===== config.mk =====
export PLATFORM = sky130hd
export DESIGN_NAME = mem_writer
export DESIGN_NICKNAME = d
export VERILOG_FILES = /design/src/rtl/mem_writer.sv
export SDC_FILE = /design/constraint.sdc
export NUM_CORES = 1
export LEC_CHECK = 0
export ABC_AREA = 1
export CORE_AREA = 2 2 117 119
export CTS_CLUSTER_SIZE = 20
export DETAILED_ROUTE_END_ITERATION = 8
export DIE_AREA = 0 0 119 121
export HOLD_SLACK_MARGIN = 0.03
export PLACE_DENSITY = 0.57
export SETUP_SLACK_MARGIN = 0.02
export SLEW_MARGIN = 20
export SYNTH_ARGS = -nofsm -noshare
export SYNTH_HDL_FRONTEND = slang
export SYNTH_SLANG_ARGS = --single-unit

===== constraint.sdc =====
create_clock -name clk -period 4.1 [get_ports clk]
set_clock_uncertainty 0.15 [all_clocks]
set_input_delay 0.82 -clock clk [delete_from_list [all_inputs] [get_ports clk]]
set_output_delay 0.82 -clock clk [all_outputs]
set_load 0.05 [all_outputs]

===== src/rtl/mem_writer.sv =====
// Write-side controller: buffers write requests in a small FIFO and drains them, or block-fills a range.
// Optional WR_CNT_EN adds a saturating count of issued writes on wr_count.
module mem_writer #(
    parameter int AW    = 4,
    parameter int DW    = 8,
    parameter int DEPTH = 4
) (
    input  logic          clk,
    input  logic          reset,
    input  logic          req_valid,
    output logic          req_ready,
    input  logic [AW-1:0] req_addr,
    input  logic [DW-1:0] req_data,
    input  logic          fill_start,
    input  logic [AW-1:0] fill_base,
    input  logic [AW:0]   fill_len,
    input  logic [DW-1:0] fill_data,
    output logic          busy,
    output logic          fill_done,
    output logic          mem_we,
    output logic [AW-1:0] mem_addr,
    output logic [DW-1:0] mem_wdata
`ifdef WR_CNT_EN
    ,
    output logic [7:0]    wr_count
`endif
);
    localparam int PW = $clog2(DEPTH);

    typedef struct packed {
        logic [AW-1:0] addr;
        logic [DW-1:0] data;
    } req_t;

    typedef enum logic [1:0] {IDLE, DRAIN, FILL} state_t;

    req_t           fifo [DEPTH];
    logic [PW-1:0]  wptr, rptr;
    logic [PW:0]    count;
    logic           full, empty, push, pop;
    req_t           head;

    state_t         state, state_n;
    logic [AW-1:0]  ptr, ptr_n;
    logic [AW:0]    rem, rem_n;
    logic [DW-1:0]  fdat, fdat_n;
    logic           we_n, done_n;
    logic [AW-1:0]  addr_n;
    logic [DW-1:0]  data_n;
    logic           last_pop;

    assign full      = (count == DEPTH[PW:0]);
    assign empty     = (count == '0);
    assign req_ready = !full;
    assign push      = req_valid && !full;
    assign head      = fifo[rptr];
    assign busy      = (state != IDLE) || !empty;
    // FIFO goes empty at this edge only if nothing refills it
    assign last_pop  = (count == {{PW{1'b0}}, 1'b1}) && !push;

    always_ff @(posedge clk) begin
        if (push) fifo[wptr] <= '{addr: req_addr, data: req_data};
    end

    always_ff @(posedge clk or posedge reset) begin
        if (reset) begin
            wptr  <= '0;
            rptr  <= '0;
            count <= '0;
        end else begin
            if (push) wptr <= wptr + 1'b1;
            if (pop)  rptr <= rptr + 1'b1;
            case ({push, pop})
                2'b10:   count <= count + 1'b1;
                2'b01:   count <= count - 1'b1;
                default: count <= count;
            endcase
        end
    end

    always_comb begin
        state_n = state;
        pop     = 1'b0;
        we_n    = 1'b0;
        done_n  = 1'b0;
        addr_n  = mem_addr;
        data_n  = mem_wdata;
        ptr_n   = ptr;
        rem_n   = rem;
        fdat_n  = fdat;
        case (state)
            IDLE: begin
                if (fill_start && fill_len != '0 && empty) begin
                    we_n    = 1'b1;
                    addr_n  = fill_base;
                    data_n  = fill_data;
                    ptr_n   = fill_base + 1'b1;
                    rem_n   = fill_len - 1'b1;
                    fdat_n  = fill_data;
                    if (fill_len == {{AW{1'b0}}, 1'b1}) done_n = 1'b1;
                    else                                state_n = FILL;
                end else if (!empty) begin
                    pop     = 1'b1;
                    we_n    = 1'b1;
                    addr_n  = head.addr;
                    data_n  = head.data;
                    state_n = last_pop ? IDLE : DRAIN;
                end
            end
            DRAIN: begin
                pop    = 1'b1;
                we_n   = 1'b1;
                addr_n = head.addr;
                data_n = head.data;
                if (last_pop) state_n = IDLE;
            end
            FILL: begin
                we_n   = 1'b1;
                addr_n = ptr;
                data_n = fdat;
                ptr_n  = ptr + 1'b1;
                rem_n  = rem - 1'b1;
                if (rem == {{AW{1'b0}}, 1'b1}) begin
                    done_n  = 1'b1;
                    state_n = IDLE;
                end
            end
            default: state_n = IDLE;
        endcase
    end

    always_ff @(posedge clk or posedge reset) begin
        if (reset) begin
            state     <= IDLE;
            ptr       <= '0;
            rem       <= '0;
            fdat      <= '0;
            mem_we    <= 1'b0;
            mem_addr  <= '0;
            mem_wdata <= '0;
            fill_done <= 1'b0;
        end else begin
            state     <= state_n;
            ptr       <= ptr_n;
            rem       <= rem_n;
            fdat      <= fdat_n;
            mem_we    <= we_n;
            mem_addr  <= addr_n;
            mem_wdata <= data_n;
            fill_done <= done_n;
        end
    end

`ifdef WR_CNT_EN
    always_ff @(posedge clk or posedge reset) begin
        if (reset)                          wr_count <= '0;
        else if (mem_we && wr_count != 8'hFF) wr_count <= wr_count + 8'd1;
    end
`endif
endmodule

# After elaboration in Yosys (flattened, before gate mapping)
# Memories as Yosys holds them, arrays and structs flattened.
# Index checks and enable logic that the tools add are counted.
[classes]
add_sub_neg = 8
mul = 0
n_div = 0
n_lt_le_gt_ge = 0
eq_ne = 13
shifts = 0
muxes = 29
bitwise = 0
n_reduce_logical = 20
[ops]
columns = ["cell", "n"]
rows = [
  ["$pmux 8 s3", 1],
  ["$mux 8", 2],
  ["$mux 4", 3],
  ["$pmux 4 s3", 1],
  ["$eq 5x1->1 const B", 2],
  ["$mux 2", 5],
  ["$pmux 5 s2", 1],
  ["$sub 5x1->5 const B", 2],
  ["$mux 1", 9],
  ["$add 4x1->4 const B", 2],
  ["$pmux 4 s2", 1],
  ["$ne 2x2->1 const B", 3],
  ["$ne 3x3->1 const B", 2],
  ["$pmux 1 s2", 3],
  ["$pmux 2 s3", 1],
  ["$pmux 3 s2", 1],
  ["$reduce_and 2->1", 3],
  ["$reduce_bool 2->1", 3],
  ["$mux 5", 1],
  ["$reduce_bool 5->1", 1],
  ["$add 2x1->2 const B", 2],
  ["$eq 2x1->1 const B", 2],
  ["$eq 2x2->1 const B", 2],
  ["$logic_and 1x1->1", 4],
  ["11 further kinds", 13],
]
[totals]
regBits = 40
latch_bits = 0
mem_bits_rw = 48
rom_bits = 0
out_inout_bits = 16
mem_count = 1
[mem_list]
columns = ["name", "depth", "word_bits", "read_ports", "rd_clocked_by_memory_dff", "wr", "line", "rtl"]
rows = [
  ["fifo", 4, 12, 1, 0, 1, "37", "req_t fifo [DEPTH];"],
]

# Logic depth before layout (Yosys ltp)
[depth]
depth_word = 9
depth_mapped = 13

# Least setup slack after synthesis
# Ideal clock, no wire load.
[synth_path]
path_type = "reg-to-reg"
from = "reg count[0]"
to = "mem fifo[0][0] in the netlist's numbering, enable pin"
arrival_time_ps = 1886
required_ps = 3570
path_slack_ps = 1683
path_stages_with_launch = 6
n_path_buf = 0
synth_period_minus_slack_ps = 2417
path_cell_list = "dfrtp_1 inv_1 ha_1 nand2_1 nand2_1 nor2_1"
[synth_via]
elab_chain_cells = 5
[synth_rtl]
columns = ["element", "line", "rtl"]
rows = [
  ["from (decl)", "39", "logic [PW:0] count;"],
  ["from (signal assigned)", "74", "2'b10: count <= count + 1'b1;"],
  ["from (signal assigned)", "75", "2'b01: count <= count - 1'b1;"],
  ["from (signal assigned)", "76", "default: count <= count;"],
  ["$eq 3x3->1", "52", "assign full = (count == DEPTH[PW:0]);"],
  ["$logic_not 1->1", "-", ""],
  ["via req_ready", "11", "output logic req_ready,"],
  ["$logic_and 1x1->1", "55", "assign push = req_valid && !full;"],
  ["$mux 1", "62", "if (push) fifo[wptr] <= '{addr: req_addr, data: req_data};"],
  ["$mux 1 (not written as such)", "62", ""],
  ["to (decl)", "37", ""],
]
# The timed path passes the listed nets, and every way through them passes these cells.

# Worst setup path in the final report
[layout_path]
from = "reg count[0]"
to = "out busy"
[layout_via]
elab_chain_cells = 3
[layout_rtl]
columns = ["element", "line", "rtl"]
rows = [
  ["$logic_not 3->1", "53", "assign empty = (count == '0);"],
  ["$logic_not 1->1", "-", ""],
  ["$logic_or 1x1->1", "57", "assign busy = (state != IDLE) || !empty;"],
  ["to (decl)", "18", "output logic busy,"],
]
# Every way passes these cells.

==> impl_metrics.env <==
export IMPL_viasPerCell=4.605
export IMPL_drt_total_wl_mm=10.10
export IMPL_ctsResizeCount=0
export IMPL_timing_hold_ws_ns=0.3269
export IMPL_area_delta_synth_final_pct=21.22
export IMPL_outcome="complete, no violations"
export IMPL_r2r_cells=9
export IMPL_cts_max_level=3
export IMPL_finalCritPeriodShare_pct=76.79
export IMPL_grt_pass1_vias=3426
export IMPL_timing_rr_end="ptr[2]$_DFFE_PP0P_"
export IMPL_vias=3380
export IMPL_slew_viol_final=0
export IMPL_clk_pin_slew_ns=0.07
export IMPL_io_pins=49
export IMPL_path_max_fanout=11
export IMPL_end_kind="output pin"
export IMPL_die_h_um=121
export IMPL_ys_types=27
export IMPL_drive_above_1_share_pct=6.810
export IMPL_grt_usage_pct=15.02
export IMPL_antenna_cells=0
export IMPL_power_density_nw_per_um2=783.5
export IMPL_start_util_pct=34.16
export IMPL_fmax_ghz=0.3176
export IMPL_detailed_place_hpwl_mm=7.281
export IMPL_gr_total_overflow=0
export IMPL_routedWlPerCell_um=13.76
export IMPL_clock_latency_ns=0.34
export IMPL_place_gp_congestion=0.8518
export IMPL_drc=0
export IMPL_final_antenna_net_count=0
export IMPL_ir_drop_mv=0.2804
export IMPL_cap_violations=0
export IMPL_clock_sinks=88
export IMPL_p_leak_nw=2.450
export IMPL_pre_cts_ws_ns=1.083
export IMPL_path_class="reg2out"
export IMPL_cts_buffers=9
export IMPL_cp_required_ns=3.13
export IMPL_worst_slew_pin_slew_ns=0.8814
export IMPL_fin_nets=605
export IMPL_syn_inst=505
export IMPL_post_route_util_pct=41.40
export IMPL_clockBufferDepth=2
export IMPL_ys_seq_elements=88
export IMPL_syn_nets=557
export IMPL_grt_pass1_wl_mm=16.79
export IMPL_arrival_ns=2.18
export IMPL_syn_avg_cell_area_um2=8.850
export IMPL_die_w_um=119
export IMPL_antenna_found_initial=0
export IMPL_tns_ns=0
export IMPL_rrSetupSlack_ns=1.62
export IMPL_coreArea_um2=13090
export IMPL_io_buffers=48
export IMPL_startpoint_type="flop"
export IMPL_hold_depth=2
export IMPL_rsz0062_at_grt="false"
export IMPL_syn_area_um2=4469
export IMPL_hold_buffers=0
export IMPL_rows=42
export IMPL_period_needed_ns=3.149
export IMPL_holdCritStartpoint="mem_addr[2]$_DFFE_PP0P_"
export IMPL_drt_first_pass_iters=5
export IMPL_cts_tree="done"
export IMPL_rr_startpoint="state[0]$_DFFE_PP0P_"
export IMPL_yosys_warnings=0
export IMPL_min_path_type="reg2reg"
export IMPL_finalWorstSetupSlack_ns=0.9514
export IMPL_relSlewSlack_pct=41.24
export IMPL_grt_max_degree=28
export IMPL_hold_violations=0
export IMPL_die_area_um2=14400
export IMPL_post_cts_buffers=0
export IMPL_setup_viol=0
export IMPL_clock_root_buffer="clkbuf_16"
export IMPL_seq_area_frac_synth_pct=54.65
export IMPL_hold_end="mem_addr[2]$_DFFE_PP0P_"
export IMPL_drt_iter0_markers=211
==> worst max-delay path by stage <==
stage | from | to | slack (ns) | cells after the start
4_1_cts | count[0]$_DFFE_PP0P_ | busy | 0.94 | 6
3_3_place_gp | fill_len[0] | rem[1]$_DFFE_PP0P_ | 1.16 | 10
3_5_place_dp | fill_len[0] | rem[1]$_DFFE_PP0P_ | 1.08 | 10
5_1_grt | count[0]$_DFFE_PP0P_ | busy | 0.86 | 6
2_1_floorplan | count[0]$_DFFE_PP0P_ | fifo[0][0]$_DFFE_PP_ | 1.68 | 5
6_report | count[0]$_DFFE_PP0P_ | busy | 0.95 | 6
==> metal layers <==
metal	track usage [%]	vias to the layer above	routed length, um
li1	-	1738	-
met1	19.79	1559	4723
met2	24.57	72	4823
met3	2.820	11	382
met4	5.804	0	169
met5	0	-	0
==> sequential cells by signal, summed over array words and instances (netlist names), 3 cells and up <==
name	flops
mem_wdata	8
mem_addr	4
fifo	48
fdat	8
count	3
rem	5
ptr	4
==> report_power, final <==
group          internal, W  leakage [nW]  switching (W)
clock network     0.000431         0.141       0.000381
registers          0.00124         0.928       0.000157
logic             0.000681          1.38        0.00136
total              0.00235          2.45        0.00189
==> layout make-up <==
class / instances / area (um2)
Clock buffer: 9 / 225.2
Tap cell: 176 / 220.2
Timing Repair Buffer: 55 / 533.0
Sequential cell: 88 / 2442
Fill cell: 1286 / 7667
Clock inverter: 7 / 73.82
Multi-Input combinational cell: 350 / 1739
Inverter: 49 / 183.9
==> through the flow <==
| stage | instance area, um2 | total power [W] | cells |
|---|---|---|---|
| 4_1_cts | 5418 | 0.004284 | 734 |
| 5_1_grt | 5418 | 0.004606 | 734 |
| 3_3_place_gp | 5119 | 0.003426 | 718 |
| 2_1_floorplan | 4469 | 0.002911 | 505 |
| 3_5_place_dp | 5119 | 0.003466 | 718 |
| 6_report | 5418 | 0.004245 | 734 |
==> synthesized netlist by cell type <==
| master | instances | area share, % |
|---|---|---|
| nand2_1 | 184 | 15 |
| nand3_1 | 65 | 7.3 |
| edfxtp_1 | 48 | 32 |
| inv_1 | 42 | 3.5 |
| dfrtp_1 | 40 | 22 |
| nor2_1 | 20 | 1.7 |
| ha_1 | 19 | 5.3 |
| o21ai_0 | 16 | 1.8 |
| buf_2 | 11 | 1.2 |
| o21ai_1 | 10 | 1.1 |
| a21oi_1 | 9 | 1.0 |
| nand4_1 | 7 | 0.98 |
| xor2_1 | 7 | 1.4 |
| inv_2 | 6 | 0.50 |
| xnor2_1 | 3 | 0.59 |
| buf_4 | 2 | 0.34 |
| buf_6 | 2 | 0.50 |
| clkbuf_1 | 2 | 0.17 |
| nand2_2 | 2 | 0.28 |
| nand2_4 | 2 | 0.50 |
| nor2_4 | 2 | 0.50 |
| a21oi_4 | 1 | 0.36 |
| buf_1 | 1 | 0.084 |
| clkinv_1 | 1 | 0.084 |
| nand3_2 | 1 | 0.22 |
| nand4_2 | 1 | 0.28 |
| o21a_1 | 1 | 0.17 |
==> critical path, cell delays in order, from the launching register on <==
cell and delay (ns):
dfrtp_1 0.41, inv_1 0.09, ha_1 0.22, nand2_2 0.07
inv_2 0.11, nand2_4 0.12, clkdlybuf4s50_1 0.81
==> cells in the final DEF (no fill, tap or decap), types with 2 or more instances in the layout <==
master             n
inv_2              6
nand2_1          184
xor2_1             7
inv_1             42
o21ai_0           16
nor2_1            20
nand2_2            2
nor2_4             2
clkbuf_16          9
buf_4              7
nand4_1            7
ha_1              19
o21ai_1           10
xnor2_1            3
clkinvlp_4         2
a21oi_1            9
nand2_4            2
inv_8              3
clkdlybuf4s50_1   48
dfrtp_1           40
edfxtp_1          48
nand3_1           65
==> cell families (layout without fill, tap and decap cells) <==
| kind of cell | count (synthesis) | after routing | share of synthesized area [%] |
|---|---|---|---|
| simple gates | 284 | 284 | 27.18 |
| compound gates | 37 | 37 | 4.451 |
| fa+ha+maj | 19 | 19 | 5.319 |
| flops | 88 | 88 | 54.65 |
| buf+inv | 67 | 120 | 6.439 |
| xor+xnor | 10 | 10 | 1.960 |
Power figures use the tool's default switching activity.
==> edit (config.mk and constraints unchanged) <==
`DEPTH`: 4 -> 2.
--- a/src/rtl/mem_writer.sv
+++ b/src/rtl/mem_writer.sv
@@ -3,7 +3,7 @@
 module mem_writer #(
     parameter int AW    = 4,
     parameter int DW    = 8,
-    parameter int DEPTH = 4
+    parameter int DEPTH = 2
 ) (
     input  logic          clk,
     input  logic          reset,
Function: changed (a bounded check fails within 4 cycles, from zero or initial values and one cycle with reset high).
==> edit against the unedited design <==
- register-to-register slack improved by 0.17 ns
- total power fell by 16%
- cell area fell by 21%
- setup slack got worse by 0.059 ns
- sequential cell count fell by 27
- routed wire length fell by 19%
- combinational power fell by 14%
- die area did not move
- area after synthesis fell by 25%
- critical path type unchanged
- highest routed layer unchanged
==> edit: results (changes against the unedited design) <==
| Result | Value | Change |
|:---|:---|:---|
| Reg2reg path depth | 7 | -2 |
| Worst Tran Pin Value | 1.040 ns | +0.1588 ns |
| Fraction of layout cells with a size suffix above 1 | 7.366% | +0.56 points |
| Wire length of the first global-routing pass | 13.61 mm | -19% |
| Worst-case hold path end point | ptr[1]$_DFFE_PP0P_ |  |
| Worst R2R Setup Slack | 1.79 ns | +0.17 ns |
| Total length of routed wires | 8.131 mm | -19% |
| Final weighted congestion in routability-driven placement | 0.8574 | +0.66% |
| Most common library cells after synthesis | sky130_fd_sc_hd__nand2_1 (105), sky130_fd_sc_hd__inv_1 (52), sky130_fd_sc_hd__dfrtp_1 (37) |  |
| Synthesized net count | 446 | -20% |
| Nets | 491 | -19% |
| DR iter-0 viols | 219 | +3.8% |
| Via total after detailed routing | 2735 | -19% |
| Top flip-flop cell by instance count after synthesis | sky130_fd_sc_hd__dfrtp_1 |  |
| Biggest regs | fifo x24, fdat x8, mem_wdata x8 |  |
| HPWL after detailed placement | 6.013 mm | -17% |
| Reported leakage power | 1.921 nW | -22% |
| Largest vdd supply drop | 0.3389 mV | +21% |
| Yosys cell types | 29 | +7.4% |
| Outcome | finished, final reports clean |  |
| Min-delay src | ptr[1]$_DFFE_PP0P_ |  |
| Share of flip-flops with an asynchronous set or reset after synthesis | 60.66% | +15 points |
| Proportion of synthesized chip area in sequential cells | 49.27% | -5.4 points |
| Combined global-route utilization of all metal layers | 11.96% | -3.1 points |
| Worst skew pair latency | 0.32 ns | -0.02 ns |
| Final-layout worst hold slack | 0.3221 ns | -0.004762 ns |
| DR pass1 iterations | 4 | -1 |
| Number of synthesized flops with an enable pin | 24 | -50% |
| Critical Path Max Stage Delay | 0.74 ns | -0.07 ns |
edit: cell type report:
cell class | instances | area [sq um]
tap | 176 | 220.2
timing repair buffer | 49 | 488.0
inverter | 55 | 206.4
clock buffer | 9 | 225.2
fill | 1364 | 8825
sequential | 61 | 1647
multi-input combinational | 267 | 1400
clock inverter | 7 | 73.82
edit: layer usage:
layer	wire length, um	track usage, %	share of wire (%)	vias to the layer above
li1	-	-	-	1374
met1	3955	16.53	49	1276
met2	3621	18.50	45	71
met3	431	2.632	5.3	14
met4	123	4.167	1.5	0
met5	0	0	0	-
edit: worst max path at each step:
stage / from / end / cells past startpoint
after floorplan: count[0]$_DFFE_PP0P_ / fifo[1][0]$_DFFE_PP_ / 5
after global placement: req_valid / fifo[0][10]$_DFFE_PP_ / 3
after detailed placement: req_valid / fifo[0][10]$_DFFE_PP_ / 3
after CTS: count[0]$_DFFE_PP0P_ / busy / 4
after global routing: count[0]$_DFFE_PP0P_ / busy / 4
final: count[0]$_DFFE_PP0P_ / busy / 4
edit: logic make-up (layout without fill, tap and decap cells):
kind of cell	Yosys count	count (layout)	synth area share, %
buf+inv	70	120	8.836
fa+ha+maj	15	15	5.616
flops	61	61	49.27
simple gates	190	190	25.46
xor+xnor	8	8	2.096
compound gates	54	54	8.724
edit: power groups by stage:
| stage | logic, W | clock network [W] | registers (W) |
|---|---|---|---|
| finish | 0.00176 | 0.000753 | 0.00104 |
| global route | 0.00198 | 0.000792 | 0.00107 |
| CTS | 0.00177 | 0.000765 | 0.00104 |
| detailed placement | 0.00175 | 0 | 0.00105 |
| global placement | 0.00173 | 0 | 0.00105 |
| floorplan | 0.00113 | 0 | 0.00122 |
edit: per-stage QoR:
step / power (W) / util [%] / area, sq um / std cells / setup WS, ns
final: 0.003551 / 32.56 / 4260 / 624 / 0.8925
after global routing: 0.003839 / 32.56 / 4260 / 624 / 0.7450
after CTS: 0.003573 / 32.56 / 4260 / 624 / 0.8703
after detailed placement: 0.002802 / 30.27 / 3961 / 608 / 1.202
after global placement: 0.002771 / 30.27 / 3961 / 608 / 1.227
after floorplan: 0.002354 / - / 3342 / 398 / 1.834
edit: worst max-delay path, delay by kind of cell, from the launching register on:
| kind | cells | cell delay (ns) |
|---|---|---|
| adder cells (fa/ha/maj) | 1 | 0.50 |
| buffers and inverters | 2 | 0.86 |
| flip-flops | 1 | 0.40 |
| AND/OR/NAND/NOR | 1 | 0.15 |
